## config.mk

```make
export PLATFORM = sky130hd
export DESIGN_NAME = xc_clb_gen
export DESIGN_NICKNAME = d
export VERILOG_FILES = /design/src/rtl/xc_clb_pkg.sv /design/src/rtl/xc_clb_slice.sv /design/src/rtl/xc_clb_gen.sv
export SDC_FILE = /design/constraint.sdc
export NUM_CORES = 1
export LEC_CHECK = 0
export BUFFER_PORTS_ARGS = -buffer_cell sky130_fd_sc_hd__buf_2
export CAP_MARGIN = 20
export CORE_MARGIN = 1
export CORE_UTILIZATION = 45
export DETAILED_ROUTE_END_ITERATION = 7
export PLACE_DENSITY = 0.65
export SKIP_LAST_GASP = 1
export SLEW_MARGIN = 10
export SYNTH_ARGS = -nofsm -noshare
export SYNTH_HDL_FRONTEND = slang
export SYNTH_SLANG_ARGS = --single-unit
```

## constraint.sdc

```tcl
create_clock -name K -period 4.5 [get_ports K]
set_input_delay 0.9 -clock K [delete_from_list [all_inputs] [get_ports K]]
set_output_delay 0.9 -clock K [all_outputs]
set_load 0.05 [all_outputs]
```

## src/rtl/xc_clb_pkg.sv

```systemverilog
// xc_clb_pkg: derived sizes, slice field offsets and slice flag layout for xc_clb_gen
package xc_clb_pkg;
  localparam int INIT_OFS = 0;
  typedef struct packed {
    logic ce_use;
    logic ff_init;
    logic out_q;
  } slice_flags_t;
  function automatic int selw_f(int num_in, int num_lut);
    return $clog2(num_in + num_lut);
  endfunction
  function automatic int slice_w_f(int lut_k, int selw);
    return 2**lut_k + lut_k * selw + 3;
  endfunction
  function automatic int cfg_len_f(int num_lut, int slice_w);
    return num_lut * slice_w;
  endfunction
  function automatic int sel_ofs_f(int lut_k);
    return 2**lut_k;
  endfunction
  function automatic int outq_ofs_f(int lut_k, int selw);
    return 2**lut_k + lut_k * selw;
  endfunction
  function automatic int ffinit_ofs_f(int lut_k, int selw);
    return outq_ofs_f(lut_k, selw) + 1;
  endfunction
  function automatic int ceuse_ofs_f(int lut_k, int selw);
    return outq_ofs_f(lut_k, selw) + 2;
  endfunction
endpackage

```

## src/rtl/xc_clb_slice.sv

```systemverilog
// xc_clb_slice: one routed LUT feeding a flip-flop, with registered/combinational output select
module xc_clb_slice
  import xc_clb_pkg::*;
#(
  parameter int LUT_K = 4,
  parameter int NUM_IN = 4,
  parameter int NUM_LUT = 2,
  parameter int SELW = selw_f(NUM_IN, NUM_LUT),
  parameter int SLICE_W = slice_w_f(LUT_K, SELW)
) (
  input  logic               clk,
  input  logic               rst,
  input  logic               load,
  input  logic               out_en,
  input  logic               ce,
  input  logic [NUM_IN-1:0]  i,
  input  logic [NUM_LUT-1:0] q_all,
  input  logic [SLICE_W-1:0] cfg,
  output logic               q,
  output logic               o
);
  localparam int OUTQ_OFS = outq_ofs_f(LUT_K, SELW);
  logic [2**LUT_K-1:0] init;
  logic [2**SELW-1:0] src;
  logic [LUT_K-1:0] pin;
  slice_flags_t flags;
  logic l;
  assign init = cfg[INIT_OFS +: 2**LUT_K];
  assign flags = cfg[OUTQ_OFS +: 3];
  // pin sources: block inputs, then registered slice feedback, unused codes read 0
  always_comb begin
    src = '0;
    src[NUM_IN-1:0] = i;
    src[NUM_IN +: NUM_LUT] = q_all;
  end
  for (genvar p = 0; p < LUT_K; p++) begin : g_pin
    assign pin[p] = src[cfg[sel_ofs_f(LUT_K) + p*SELW +: SELW]];
  end
  assign l = init[pin];
  // flop follows its init bit while reset, unconfigured or shifting
  always_ff @(posedge clk)
    q <= (rst || load) ? flags.ff_init : (ce || !flags.ce_use) ? l : q;
  assign o = out_en & (flags.out_q ? q : l);
endmodule

```

## src/rtl/xc_clb_gen.sv

```systemverilog
// xc_clb_gen: configurable logic block with serial config chain; XC_CLB_CE_EN adds the CE port
module xc_clb_gen
  import xc_clb_pkg::*;
#(
  parameter int LUT_K = 4,
  parameter int NUM_LUT = 2,
  parameter int NUM_IN = 4
) (
  input  logic               K,
  input  logic               R,
  input  logic [NUM_IN-1:0]  I,
  input  logic               CFG_EN,
  input  logic               CFG_D,
  output logic               CFG_Q,
  output logic               CFG_DONE,
  output logic [NUM_LUT-1:0] O
`ifdef XC_CLB_CE_EN
  ,
  input  logic               CE
`endif
);
  localparam int SELW = selw_f(NUM_IN, NUM_LUT);
  localparam int SLICE_W = slice_w_f(LUT_K, SELW);
  localparam int CFG_LEN = cfg_len_f(NUM_LUT, SLICE_W);
  localparam int CW = $clog2(CFG_LEN + 1);
  logic [CFG_LEN-1:0] cfg;
  logic [CW-1:0] cnt, cnt_n;
  logic [NUM_LUT-1:0] q;
  logic ce;
`ifdef XC_CLB_CE_EN
  assign ce = CE;
`else
  assign ce = 1'b1;
`endif
  assign cnt_n = R ? '0 : (CFG_EN && cnt != CW'(CFG_LEN)) ? cnt + CW'(1) : cnt;
  assign CFG_Q = cfg[CFG_LEN-1];
  // config memory survives reset; reset only blocks the shift
  always_ff @(posedge K)
    if (!R && CFG_EN) cfg <= {cfg[CFG_LEN-2:0], CFG_D};
  // shift counter saturates at a full load; done is registered alongside
  always_ff @(posedge K) begin
    cnt <= cnt_n;
    CFG_DONE <= (cnt_n == CW'(CFG_LEN));
  end
  for (genvar j = 0; j < NUM_LUT; j++) begin : g_slice
    xc_clb_slice #(
      .LUT_K(LUT_K),
      .NUM_IN(NUM_IN),
      .NUM_LUT(NUM_LUT)
    ) u_slice (
      .clk(K),
      .rst(R),
      .load(!CFG_DONE || CFG_EN),
      .out_en(CFG_DONE && !CFG_EN),
      .ce(ce),
      .i(I),
      .q_all(q),
      .cfg(cfg[j*SLICE_W +: SLICE_W]),
      .q(q[j]),
      .o(O[j])
    );
  end
endmodule

```

# ---- After elaboration in Yosys (flattened, before gate mapping)
# Cells that the tools add are included.
dict set report word_totals {
  reg_bits 71
  input_bits 8
  out_inout_bits 4
}
dict set report op_classes {
  addsub 1
  n_lt_le_gt_ge 10
  eq_ne 2
  mux 26
  bitwise 2
  reduce_logical 8
}
# cell count
set ops {}
lappend ops {{$lt A3 B4 Y1 const B} 8}
lappend ops {{$bmux W1 S3} 8}
lappend ops {{$mux W1} 14}
lappend ops {{$mux W6} 2}
lappend ops {{$lt A4 B5 Y1 const B} 2}
lappend ops {{$bmux W1 S4} 2}
lappend ops {{$add A6 B1 Y6 const B} 1}
lappend ops {{$eq A6 B6 Y1 const B} 1}
lappend ops {{$ne A6 B6 Y1 const B} 1}
lappend ops {{$logic_and A1 B1 Y1} 3}
lappend ops {{$logic_not A1 Y1} 3}
lappend ops {{$and A1 B1 Y1} 2}
lappend ops {{$logic_or A1 B1 Y1} 2}

# ---- Logic depth before layout (Yosys ltp)
dict set report logic_depth {
  word_depth 6
  mapped_depth 9
}

# ---- By module
# A second synthesis with hierarchy kept.
dict set report unflattened {
  cells_unflattened 208
  hier_area_um2 3190.6
}
# mod n_inst cells_each area_each_um2
set modules_own_cells {}
lappend modules_own_cells {xc_clb_gen 1 106 2239.6}
lappend modules_own_cells {xc_clb_slice 2 51 475.5}

# ---- Least setup slack after synthesis
# Ideal clock, no wire load.
dict set report synth_timing {
  kind {input -> register}
  startpoint {in R}
  endpoint {reg cfg[0] (enable)}
  setup_time_ns 0.484
  arrival_time_ns 3.695
  setup_slack_ns 0.321
  path_stages 2
  n_path_buf 1
  path_cell_list {clkbuf_1 nor2_1}
}
dict set report synth_via {
  elab_chain_len 2
}
# element line
set synth_rtl {}
lappend synth_rtl {{start, declared} xc_clb_gen.sv:10} ;# input logic R,
lappend synth_rtl {{$logic_not A1 Y1} xc_clb_gen.sv:39} ;# if (!R && CFG_EN) cfg <= {cfg[CFG_LEN-2:0], CFG_D};
lappend synth_rtl {{$logic_and A1 B1 Y1} xc_clb_gen.sv:39}
lappend synth_rtl {{end signal, assigned} xc_clb_gen.sv:39}
lappend synth_rtl {{end, declared} xc_clb_gen.sv:26} ;# logic [CFG_LEN-1:0] cfg;
# No other way between the ends.
# A chain may end at the register's enable or synchronous reset.

# ---- Final worst setup path
dict set report layout_timing {
  startpoint {in I[1]}
  endpoint {out O[0]}
}
dict set report layout_via {
  elab_chain_len 6
  elab_cells_between_ends 12
}
# element line
set layout_rtl {}
lappend layout_rtl {{start, declared} xc_clb_gen.sv:11} ;# input logic [NUM_IN-1:0] I,
lappend layout_rtl {{$bmux W1 S3} xc_clb_slice.sv:37} ;# assign pin[p] = src[cfg[sel_ofs_f(LUT_K) + p*SELW +: SELW]];
lappend layout_rtl {{$mux W1 (implied by the code)} xc_clb_slice.sv:37}
lappend layout_rtl {{$bmux W1 S4 (*)} xc_clb_slice.sv:39} ;# assign l = init[pin];
lappend layout_rtl {{$mux W1 (implied by the code) (*)} xc_clb_slice.sv:39}
lappend layout_rtl {{$mux W1 (*)} xc_clb_slice.sv:43} ;# assign o = out_en & (flags.out_q ? q : l);
lappend layout_rtl {{$and A1 B1 Y1 (*)} xc_clb_slice.sv:43}
lappend layout_rtl {{end, declared} xc_clb_gen.sv:16} ;# output logic [NUM_LUT-1:0] O
# Mark *: on every way between the ends. The rest lies on a longest branch, timed or not. The select of a mux whose other input is x is not followed.

==> flow_metrics.tcl <==
set metrics [dict create \
    max-cap-violations 0 \
    sequential_cell_area_um2 2042 \
    fin_crit_sh 0.8997 \
    globalRouteTotalUtil 0.1675 \
    final_nets 244 \
    status "completed" \
    grt_pass1_vias 1828 \
    syn_to_final_growth_pct 12.32 \
    crit_family "compound AO/OA/AOI/OAI gates" \
    final_max_slew_viol_count 0 \
    cts_tree "yes" \
    grt_most_used_layer "met2" \
    slowest_stage "mux4_2" \
    filler_cell_count 566 \
    max-clock-path-buffers 2 \
    hp-start "cfg[35]" \
    tns_ns 0 \
    synth_area_per_cell_um2 14.57 \
    cts.htree.levels 3 \
    syn-num-nets 226 \
    startpoint_of_the_worst_register_to_register_path "cfg[21]" \
    cts.root.buffer_cell "clkbuf_8" \
    min_path_type "flop to flop" \
    power_leakage_nw 1.255 \
    row_count 30 \
    multi_input_gate_area_in_the_final_layout_um2 1071 \
    ctsHoldBuffers 0 \
    synth_top_flop_cell "edfxtp_1" \
    timing.hold.worst_endpoint "cfg[36]" \
    clock-sinks 71 \
    die_area_um2 7334 \
    antenna-diode-count 0 \
    placement.io_buffers 11 \
    synthDominantCellAreaShare 0.5914 \
    synth_cell_type_count 55 \
    crit_path_max_fanout 8 \
    post-route-min-period_ns 4.049 \
    minimum_setup_slack_among_reg_to_reg_paths_ns 1.96 \
    crit_path_cell_trace "buf_2 -> mux4_2 -> a22oi_2 -> nor4_1 -> nor3b_1 -> or3_1 -> o22ai_1 -> o211a_1 -> buf_2" \
    synth-edff-count 62 \
    synthesis.area_um2 3148 \
    yosysSeqAreaShare 0.6486 \
    global_route_wire_length_before_repair_um 9232 \
    groute.layer.met1.usage 0.2290 \
    cts_made_buffers 9 \
    fmaxAchievable_mhz 247.0 \
    overflow 0 \
    layout_setup_ws_ns 0.4515 \
    postSynthRegisterBits 71 \
    chipHeight_um 85.64 \
    grt_setup_unrepaired "false" \
    startpoint "I[1]" \
    synth.top_cells.by_area "edfxtp_1, dfxtp_1, mux2i_1, mux4_2, and3_1" \
    crit_path_frequent_cell "buf_2" \
    drt-wirelength-per-cell_um 16.59 \
    path_clk_slew_ns 0.09 \
    setup.worst_path.end_class "output port" \
    critical_path_depth 9 \
    grt_antenna_before_repair 0 \
    post_cts_resize_count 0 \
    detailedPlacementHpwl_um 3680 \
    worstHoldPathCells 0 \
    gate_count_after_technology_mapping 216 \
    max_slew.worst_pin.slew_ns 0.5993 \
    postCtsSetupRepairBufs 0 \
    required_ns 3.60 \
    crit_buf_inv 2 \
    top_level_ports 12 \
    ys.warnings.count 0 \
    route.detailed.vias_per_inst 5.454 \
    place.gp.congestion 0.7734 \
    global_route.usage.met2 0.2553 \
    wl_um 5559 \
    worst_ep_arrival_time_ns 3.15 \
    slew_headroom 0.5986 \
    critical_path.startpoint_type "input port" \
    drt_drc_violations_left 0 \
    synth_largest_area_cell "edfxtp_1" \
    detailroute.via_count 1827 \
    dp_worst_setup_slack_ns 0.4633 \
    drt_pre_antenna_iters 6 \
    drive_above_1_share 0.1925 \
    timing.reg2reg.worst_path_depth 7 \
    core_area_um2 6794 \
    clk_latency_ns 0.35 \
    floorplan.initialDensity 0.4634 \
    timing.rr.end "g_slice[0].u_slice.q" \
    globalRouteMet3Util 0.06064 \
    fp.dieW_um 85.64 \
    power.ir.vdd_worst_mv 0.2897 \
    grt_start_max_net_pins 45 \
    timing.critical_path.slowest_cell_delay_ns 0.49 \
    setup_skew_after_layout_ns 0.009130 \
    synth_async_sr_flop_share 0 \
    finalHoldViolCount 0 \
    final_antenna_violating_net_count 0 \
    setup-violations-final 0 \
    path_class "input port to output port" \
    detail_route.iter0.violations 77 \
    power_per_cell_area_nw_per_um2 405.4 \
]
==> flip-flops by register name, summed over array words and instances, names as in the netlist <==
name,count
cfg,62
g_slice.u_slice.q,2
CFG_DONE,1
cnt,6
==> through the flow <==
step                hold slack, ns  power [mW]  area (um^2)  utilization  cells
finish                      0.4397       1.433         3536       0.5204    335
detailed placement          0.4262      0.8715         3311       0.4873    319
global placement            0.4065      0.8701         3311       0.4873    319
CTS                         0.4449       1.450         3536       0.5204    335
floorplan                   0.4003      0.8435         3148            -    216
global route                0.4554       1.489         3536       0.5204    335
==> synth_stat cells, types with 2 or more instances <==
library cell  number
ha_1               2
dfxtp_1            9
nor2_1            15
nand3_1            5
nand2b_1           5
nand2_1            7
mux2_2             4
o21ai_0            3
o22ai_1            3
and3_1            10
clkbuf_1           2
nor3_1             3
nor3b_1            3
a2111o_1           2
inv_1              4
xor2_1             4
nor2b_1            3
nand4_1            3
mux2i_1           14
or3_1              2
o211ai_1           2
edfxtp_1          62
buf_4              2
a2111oi_0          3
mux4_2             5
a31oi_1            2
a21o_1             3
nand3b_1           4
nor4_1             3
or2_0              2
==> layout by cell type (no fill, tap or decap), drive strengths merged, types with 4 or more instances in the layout <==
master  netlist  layout
edfxtp       62      62
clkbuf        2       9
nor4          4       4
nor2         15      15
mux2          6       6
nand2         8       8
nand3b        4       4
nor3b         4       4
and3         10      10
nand3         5       5
o21ai         4       4
buf           3      12
nand2b        6       6
mux2i        14      14
xor2          4       4
mux4          5       5
dfxtp         9       9
inv           4       7
==> worst max-delay path by stage <==
stage                     endpoint  slack, ns
after floorplan             cfg[0]       0.32
after global placement        O[0]       0.49
after detailed placement      O[0]       0.46
after CTS                     O[0]       0.46
after global routing          O[0]       0.33
final                         O[0]       0.45
==> cell families after synthesis <==
logic type / share of synthesized area
buffers and inverters: 0.01351
XOR/XNOR: 0.01391
multiplexers: 0.1029
flip-flops: 0.6486
adder cells (fa/ha/maj): 0.007948
AND/OR/NAND/NOR: 0.1335
AO/OA/AOI/OAI: 0.07949
==> per-layer routing <==
metal,vias to the layer above,part of all wire
met2,20,0.47
met4,0,0.0059
met3,4,0.032
met1,910,0.50
li1,893,-
met5,-,0
==> cell type report <==
| class | instances | share of cell area |
|---|---|---|
| flip-flops and latches | 71 | 0.5775 |
| multi-input cells | 136 | 0.3029 |
| well taps | 96 | 0.03397 |
| inverters | 4 | 0.004246 |
| clock inverters | 7 | 0.02866 |
| clock buffers | 9 | 0.03503 |
| repair buffers | 12 | 0.01769 |
==> report_power, final <==
group	total [mW]	internal (mW)	switching, mW
logic	0.0954	0.0412	0.0542
registers	0.761	0.741	0.0200
clock network	0.577	0.318	0.259
Power figures use the tool's default switching activity.
